==> config.mk <==
export PLATFORM = sky130hd
export DESIGN_NAME = spi_master_arbiter
export DESIGN_NICKNAME = d
export VERILOG_FILES = /design/src/rtl/spi_master_arbiter.sv
export SDC_FILE = /design/constraint.sdc
export NUM_CORES = 1
export LEC_CHECK = 0
export CAP_MARGIN = 20
export CORE_MARGIN = 5
export CORE_UTILIZATION = 45
export CTS_BUF_LIST = sky130_fd_sc_hd__clkbuf_2 sky130_fd_sc_hd__clkbuf_4 sky130_fd_sc_hd__clkbuf_8
export CTS_CLUSTER_DIAMETER = 40
export CTS_CLUSTER_SIZE = 30
export DETAILED_ROUTE_END_ITERATION = 12
export GPL_TIMING_DRIVEN = 0
export PLACE_DENSITY = 0.69
export SYNTH_ARGS = -nofsm -noshare
export SYNTH_HDL_FRONTEND = slang
export SYNTH_SLANG_ARGS = --single-unit
==> constraint.sdc <==
create_clock -name clk -period 2.15 [get_ports clk]
set_input_delay 0.43 -clock clk [delete_from_list [all_inputs] [get_ports clk]]
set_output_delay 0.43 -clock clk [all_outputs]
set_load 0.1 [all_outputs]
==> src/rtl/spi_master_arbiter.sv <==
// Round-robin SPI master sharing one mode-0 bus between NUM_REQ requesters.
// Each grant runs one LSB-first full-duplex word on the winner's chip select.
module spi_master_arbiter #(
    parameter int NUM_REQ    = 2,
    parameter int DATA_WIDTH = 6,
    parameter int CLK_DIV    = 2
) (
    input  logic                          clk,
    input  logic                          reset,
    input  logic [NUM_REQ-1:0]            req,
    input  logic [NUM_REQ*DATA_WIDTH-1:0] tx_data,
    output logic [NUM_REQ-1:0]            ack,
    output logic [NUM_REQ-1:0]            done,
    output logic [DATA_WIDTH-1:0]         rx_data,
    output logic                          busy,
    output logic                          spi_clk,
    output logic                          mosi,
    input  logic                          miso,
    output logic [NUM_REQ-1:0]            cs_n
);

    localparam int IDX_W = (NUM_REQ > 1) ? $clog2(NUM_REQ) : 1;
    localparam int BIT_W = (DATA_WIDTH > 1) ? $clog2(DATA_WIDTH) : 1;
    localparam int TMR_W = $clog2(CLK_DIV + 1);
    localparam logic [TMR_W-1:0]   TMR_LAST = TMR_W'(CLK_DIV - 1);
    localparam logic [BIT_W-1:0]   BIT_LAST = BIT_W'(DATA_WIDTH - 1);
    localparam logic [NUM_REQ-1:0] ONE_HOT0 = {{(NUM_REQ-1){1'b0}}, 1'b1};

    typedef enum logic [2:0] {
        S_IDLE     = 3'd0,
        S_SETUP    = 3'd1,
        S_SCK_HIGH = 3'd2,
        S_SCK_LOW  = 3'd3,
        S_GAP      = 3'd4
    } state_t;

    state_t                  r_state;
    logic [TMR_W-1:0]        r_timer;
    logic [BIT_W-1:0]        r_bit_cnt;
    logic [IDX_W-1:0]        r_last;
    logic [DATA_WIDTH-1:0]   r_tx_sr;
    logic [DATA_WIDTH-1:0]   r_rx_sr;
    logic [DATA_WIDTH-1:0]   r_rx_data;
    logic [NUM_REQ-1:0]      r_ack;
    logic [NUM_REQ-1:0]      r_done;
    logic                    r_busy;
    logic                    r_spi_clk;
    logic                    r_mosi;
    logic [NUM_REQ-1:0]      r_cs_n;

    state_t                  w_state_nxt;
    logic [TMR_W-1:0]        w_timer_nxt;
    logic [BIT_W-1:0]        w_bit_cnt_nxt;
    logic [IDX_W-1:0]        w_last_nxt;
    logic [DATA_WIDTH-1:0]   w_tx_sr_nxt;
    logic [DATA_WIDTH-1:0]   w_rx_sr_nxt;
    logic [DATA_WIDTH-1:0]   w_rx_data_nxt;
    logic [NUM_REQ-1:0]      w_ack_nxt;
    logic [NUM_REQ-1:0]      w_done_nxt;
    logic                    w_busy_nxt;
    logic                    w_spi_clk_nxt;
    logic                    w_mosi_nxt;
    logic [NUM_REQ-1:0]      w_cs_n_nxt;

    logic                    w_found;
    logic [IDX_W-1:0]        w_grant_idx;
    logic [NUM_REQ-1:0]      w_grant_oh;
    logic [NUM_REQ-1:0]      w_last_oh;
    logic [DATA_WIDTH-1:0]   w_tx_word;
    logic [DATA_WIDTH-1:0]   w_rx_shift;
    logic                    w_timer_done;

    assign w_grant_oh   = ONE_HOT0 << w_grant_idx;
    assign w_last_oh    = ONE_HOT0 << r_last;
    assign w_rx_shift   = {miso, r_rx_sr[DATA_WIDTH-1:1]};
    assign w_timer_done = (r_timer == TMR_LAST);

    // Round-robin pick: scanning downward lets the nearest requester after r_last win.
    always_comb begin
        logic [IDX_W-1:0] scan;
        scan        = '0;
        w_grant_idx = r_last;
        for (int k = NUM_REQ; k >= 1; k--) begin
            scan        = IDX_W'((int'(r_last) + k) % NUM_REQ);
            w_grant_idx = req[scan] ? scan : w_grant_idx;
        end
        w_found = |req;
    end

    // Select the granted requester's transmit word.
    always_comb begin
        w_tx_word = '0;
        for (int i = 0; i < NUM_REQ; i++) begin
            w_tx_word = w_tx_word |
                (tx_data[i*DATA_WIDTH +: DATA_WIDTH] & {DATA_WIDTH{IDX_W'(i) == w_grant_idx}});
        end
    end

    // Next-state and next-output logic for the transfer sequencer.
    always_comb begin
        w_state_nxt   = r_state;
        w_timer_nxt   = r_timer;
        w_bit_cnt_nxt = r_bit_cnt;
        w_last_nxt    = r_last;
        w_tx_sr_nxt   = r_tx_sr;
        w_rx_sr_nxt   = r_rx_sr;
        w_rx_data_nxt = r_rx_data;
        w_ack_nxt     = '0;
        w_done_nxt    = '0;
        w_busy_nxt    = r_busy;
        w_spi_clk_nxt = r_spi_clk;
        w_mosi_nxt    = r_mosi;
        w_cs_n_nxt    = r_cs_n;
        case (r_state)
            S_IDLE: begin
                if (w_found) begin
                    w_state_nxt   = S_SETUP;
                    w_timer_nxt   = '0;
                    w_bit_cnt_nxt = '0;
                    w_last_nxt    = w_grant_idx;
                    w_tx_sr_nxt   = {1'b0, w_tx_word[DATA_WIDTH-1:1]};
                    w_mosi_nxt    = w_tx_word[0];
                    w_ack_nxt     = w_grant_oh;
                    w_cs_n_nxt    = ~w_grant_oh;
                    w_busy_nxt    = 1'b1;
                end else begin
                    w_busy_nxt    = 1'b0;
                end
            end
            S_SETUP: begin
                if (w_timer_done) begin
                    w_state_nxt   = S_SCK_HIGH;
                    w_timer_nxt   = '0;
                    w_spi_clk_nxt = 1'b1;
                    w_rx_sr_nxt   = w_rx_shift;
                end else begin
                    w_timer_nxt   = r_timer + TMR_W'(1);
                end
            end
            S_SCK_HIGH: begin
                if (w_timer_done) begin
                    w_state_nxt   = S_SCK_LOW;
                    w_timer_nxt   = '0;
                    w_spi_clk_nxt = 1'b0;
                    if (r_bit_cnt != BIT_LAST) begin
                        w_mosi_nxt  = r_tx_sr[0];
                        w_tx_sr_nxt = {1'b0, r_tx_sr[DATA_WIDTH-1:1]};
                    end else begin
                        w_mosi_nxt  = r_mosi;
                    end
                end else begin
                    w_timer_nxt   = r_timer + TMR_W'(1);
                end
            end
            S_SCK_LOW: begin
                if (w_timer_done) begin
                    w_timer_nxt = '0;
                    if (r_bit_cnt == BIT_LAST) begin
                        w_state_nxt   = S_GAP;
                        w_cs_n_nxt    = '1;
                        w_done_nxt    = w_last_oh;
                        w_rx_data_nxt = r_rx_sr;
                        w_mosi_nxt    = 1'b0;
                    end else begin
                        w_state_nxt   = S_SCK_HIGH;
                        w_bit_cnt_nxt = r_bit_cnt + BIT_W'(1);
                        w_spi_clk_nxt = 1'b1;
                        w_rx_sr_nxt   = w_rx_shift;
                    end
                end else begin
                    w_timer_nxt = r_timer + TMR_W'(1);
                end
            end
            S_GAP: begin
                if (w_timer_done) begin
                    w_state_nxt = S_IDLE;
                    w_timer_nxt = '0;
                    w_busy_nxt  = 1'b0;
                end else begin
                    w_timer_nxt = r_timer + TMR_W'(1);
                end
            end
            default: begin
                w_state_nxt   = S_IDLE;
                w_timer_nxt   = '0;
                w_busy_nxt    = 1'b0;
                w_spi_clk_nxt = 1'b0;
                w_mosi_nxt    = 1'b0;
                w_cs_n_nxt    = '1;
            end
        endcase
    end

    // State and registered-output update; reset releases the bus at once.
    always_ff @(posedge clk or negedge reset) begin
        if (!reset) begin
            r_state   <= S_IDLE;
            r_timer   <= '0;
            r_bit_cnt <= '0;
            r_last    <= IDX_W'(NUM_REQ - 1);
            r_tx_sr   <= '0;
            r_rx_sr   <= '0;
            r_rx_data <= '0;
            r_ack     <= '0;
            r_done    <= '0;
            r_busy    <= 1'b0;
            r_spi_clk <= 1'b0;
            r_mosi    <= 1'b0;
            r_cs_n    <= '1;
        end else begin
            r_state   <= w_state_nxt;
            r_timer   <= w_timer_nxt;
            r_bit_cnt <= w_bit_cnt_nxt;
            r_last    <= w_last_nxt;
            r_tx_sr   <= w_tx_sr_nxt;
            r_rx_sr   <= w_rx_sr_nxt;
            r_rx_data <= w_rx_data_nxt;
            r_ack     <= w_ack_nxt;
            r_done    <= w_done_nxt;
            r_busy    <= w_busy_nxt;
            r_spi_clk <= w_spi_clk_nxt;
            r_mosi    <= w_mosi_nxt;
            r_cs_n    <= w_cs_n_nxt;
        end
    end

    assign ack     = r_ack;
    assign done    = r_done;
    assign rx_data = r_rx_data;
    assign busy    = r_busy;
    assign spi_clk = r_spi_clk;
    assign mosi    = r_mosi;
    assign cs_n    = r_cs_n;

endmodule

==> flow_metrics.py <==
metrics = {
    "outcome": {
        "status": "completed",
    },
    "sta": {
        "worst_slew_pin_slew_ns": 0.9733,
        "setup_viol": 0,
        "period_minus_slack_ns": 2.104,
        "maxSlewViolCount": 0,
        "finalCritPeriodShare_pct": 97.84,
        "rsz0062_at_grt": "false",
        "fmax_mhz": 475.4,
        "max_slew_margin_pct": 35.37,
        "clock_skew_ns": 0.007637,
        "hold_viol": 0,
        "fin_tns_setup_ns": 0,
        "fin_ws_ns": 0.04636,
    },
    "placed_design": {
        "dp_slack_ns": 0.07470,
        "dp_hpwl_um": 2775,
        "place_inst": 227,
        "globalplace.congestion": 0.8871,
        "io_buffer_count": 31,
    },
    "setup_path": {
        "crit_path_max_incr_delay_ns": 0.85,
        "path_buf_inv": 1,
        "reg2reg_depth": 5,
        "critPathLaunchType": "flip-flop",
        "critical_path_depth": 1,
        "worst_path_dominant_cell_family": "buffers and inverters",
        "required_ns": 1.72,
        "ff2ff_setup_slack_ns": 0.31,
        "worst_ep_arrival_time_ns": 1.67,
        "end_kind": "primary output",
        "crit_chain": "dlygate4sd2_1",
        "critPathMaxFanout": 2,
        "cpMaxStageDelayCell": "dlygate4sd2_1",
        "critPathKind": "reg2out",
    },
    "floorplan": {
        "die_x_um": 72.10,
        "die_area_sq_mm": 0.005198,
        "num_rows": 22,
        "die_h_um": 72.10,
        "start_util_pct": 47.05,
        "core_area_sq_mm": 0.003689,
        "io_pins": 32,
    },
    "pwr": {
        "p_per_area_mw_per_mm2": 1744,
        "p_seq_share_pct": 30.5,
        "p_int_uw": 1904,
        "power.share.combinational_pct": 57.0,
        "switching_share_pct": 49.70,
        "finalPower_uw": 3785,
        "peakVddDrop_v": 0.0009823,
        "p_clk_share_pct": 12.5,
        "power.static_leakage_uw": 0.0009750,
        "p_switching_uw": 1881,
    },
    "clock_tree": {
        "worst_skew_pair.late_latency_ns": 0.29,
        "max-clock-path-buffers": 2,
        "ctsRootBufferMaster": "clkbuf_8",
        "cts_tree": "yes",
        "h-tree-depth": 2,
        "cts_made_buffers": 5,
        "postCtsSetupRepairBufs": 0,
        "cts_sinks": 35,
        "clk_pin_slew_worst_paths_ns": 0.07,
    },
    "synthesis": {
        "synthDistinctLibCells": 50,
        "syn-num-nets": 167,
        "synth_edf_count": 0,
        "ys_seq_area_share_pct": 50.68,
        "syn_area_sq_mm": 0.001735,
        "ys.flop_type": "dfrtp_1",
        "synth_warnings": 0,
        "postSynthAreaPerCell_sq_um": 11.73,
        "async_flop_share_pct": 100.0,
        "syn-instance-count": 148,
        "ys_seq_elements": 35,
    },
    "route": {
        "vias": 1320,
        "firstDrtPassIters": 4,
        "drtAntennaViolNets": 0,
        "drt-total-wl_um": 3760,
        "drc": 0,
        "drt-initial-drc-count": 44,
        "avgRoutedWirePerCell_um": 16.00,
        "viasPerCell": 5.617,
    },
    "finish": {
        "finalNetCount": 205,
        "fin_cells": 235,
        "multiInputGateArea_sq_um": 808.3,
        "final_util_pct": 58.85,
        "n_antenna_cell": 0,
        "area_delta_synth_final_pct": 25.09,
        "drive_above_1_share_pct": 22.99,
        "seq_area_sq_um": 879.6,
        "n_fill_cell": 340,
        "final_common_cell": "dfrtp_1",
        "layout_common_cells": "32 x dfrtp_1, 15 x clkdlybuf4s50_1, 15 x dlygate4sd2_1",
    },
    "grt": {
        "grt_antenna_before_repair": 0,
        "grt_max_degree": 36,
        "grt_pass1_vias": 1352,
        "grt_pass1_wl_um": 6451,
        "grt_overflow_total": 0,
        "gr-usage-all-layers_pct": 16.15,
    },
    "run": {
        "cap_violations": 0,
    },
    "min_path": {
        "hold_class": "in2async",
    },
}
per-stage QoR:
stage	cell area, sq um	hold slack [ns]
finish	2171	0.2085
detailed placement	2101	0.4944
floorplan	1735	0.1344
global placement	2106	0.4865
CTS	2171	0.2332
global route	2171	0.2889
synthesized netlist by cell type, types with 2 or more instances:
library cell | n | area (sq um)
o211ai_1 | 2 | 15.01
nand2_1 | 5 | 18.77
dfrtp_1 | 32 | 800.8
o21ai_0 | 5 | 25.02
nand4_1 | 3 | 18.77
o31ai_2 | 4 | 50.05
a21oi_1 | 3 | 15.01
inv_1 | 2 | 7.510
o22ai_1 | 2 | 12.51
mux2i_1 | 2 | 20.02
nor2_1 | 10 | 37.54
clkbuf_1 | 2 | 7.510
mux2_4 | 6 | 90.09
dfstp_2 | 3 | 78.83
and3_1 | 4 | 25.02
nand4b_1 | 2 | 17.52
a211oi_1 | 4 | 30.03
mux2_2 | 6 | 67.56
mux2_1 | 2 | 22.52
nand3b_1 | 2 | 15.01
buf_2 | 2 | 10.01
o22a_1 | 2 | 17.52
and2_1 | 3 | 18.77
nand3_1 | 13 | 65.06
ha_1 | 2 | 25.02
final cells by class:
cell class,instances,area share [%]
sequential,35,40.52
timing repair buffer,31,13.20
clock buffer,6,3.516
buffer,6,1.671
inverter,3,0.5187
tap,48,2.767
clock inverter,2,0.5764
multi-input combinational,104,37.23
power by group through the flow:
stage	Sequential [uW]	Clock, uW	Combinational (uW)
6_report	1150	472	2160
5_1_grt	1200	516	2310
4_1_cts	1160	487	2180
3_5_place_dp	1170	0	2230
3_3_place_gp	1160	0	2200
2_1_floorplan	1860	0	1050
kinds of logic after synthesis:
family / after synthesis / share of synthesized area (%)
AO/OA/AOI/OAI: 30 / 13.63
AND/OR/NAND/NOR: 56 / 19.97
flip-flops: 35 / 50.69
multiplexers: 16 / 11.54
adder cells (fa/ha/maj): 2 / 1.442
buffers and inverters: 9 / 2.740
flip-flops by register name, indices dropped and copies added (netlist names):
| register | count |
|---|---|
| ack | 2 |
| busy | 1 |
| cs_n | 2 |
| done | 2 |
| mosi | 1 |
| r_bit_cnt | 3 |
| r_last | 1 |
| r_rx_sr | 6 |
| r_state | 3 |
| r_timer | 2 |
| r_tx_sr | 5 |
| rx_data | 6 |
| spi_clk | 1 |
what timing repair did:
action,4_1_cts,5_1_grt
hold buffers,0,0
setup endpoints to repair,15,0
gates resized for setup,15,0
routing by layer:
| layer | share of wire (%) | vias up | wire (um) | global-route usage (%) |
|---|---|---|---|---|
| met1 | 44 | 657 | 1670 | 20.51 |
| met4 | 2.3 | 0 | 85 | 8.768 |
| met3 | 4.9 | 7 | 183 | 3.740 |
| met5 | 0 | - | 0 | 0 |
| met2 | 48 | 32 | 1820 | 25.38 |
| li1 | - | 624 | - | - |
worst paths after layout:
path | startpoint | to
min in group clk | r_tx_sr[4]$_DFFE_PN0P_ | r_tx_sr[4]$_DFFE_PN0P_
hold reg to reg | r_tx_sr[4]$_DFFE_PN0P_ | r_tx_sr[4]$_DFFE_PN0P_
setup reg to reg | r_bit_cnt[1]$_DFFE_PN0P_ | rx_data[5]$_DFFE_PN0P_
hold / removal | reset | r_tx_sr[3]$_DFFE_PN0P_
max in group asynchronous | reset | r_rx_sr[5]$_DFFE_PN0P_
setup / recovery | cs_n[1]$_DFFE_PN1P_ | cs_n[1]
Note: power is estimated with default switching activity, not from simulation.
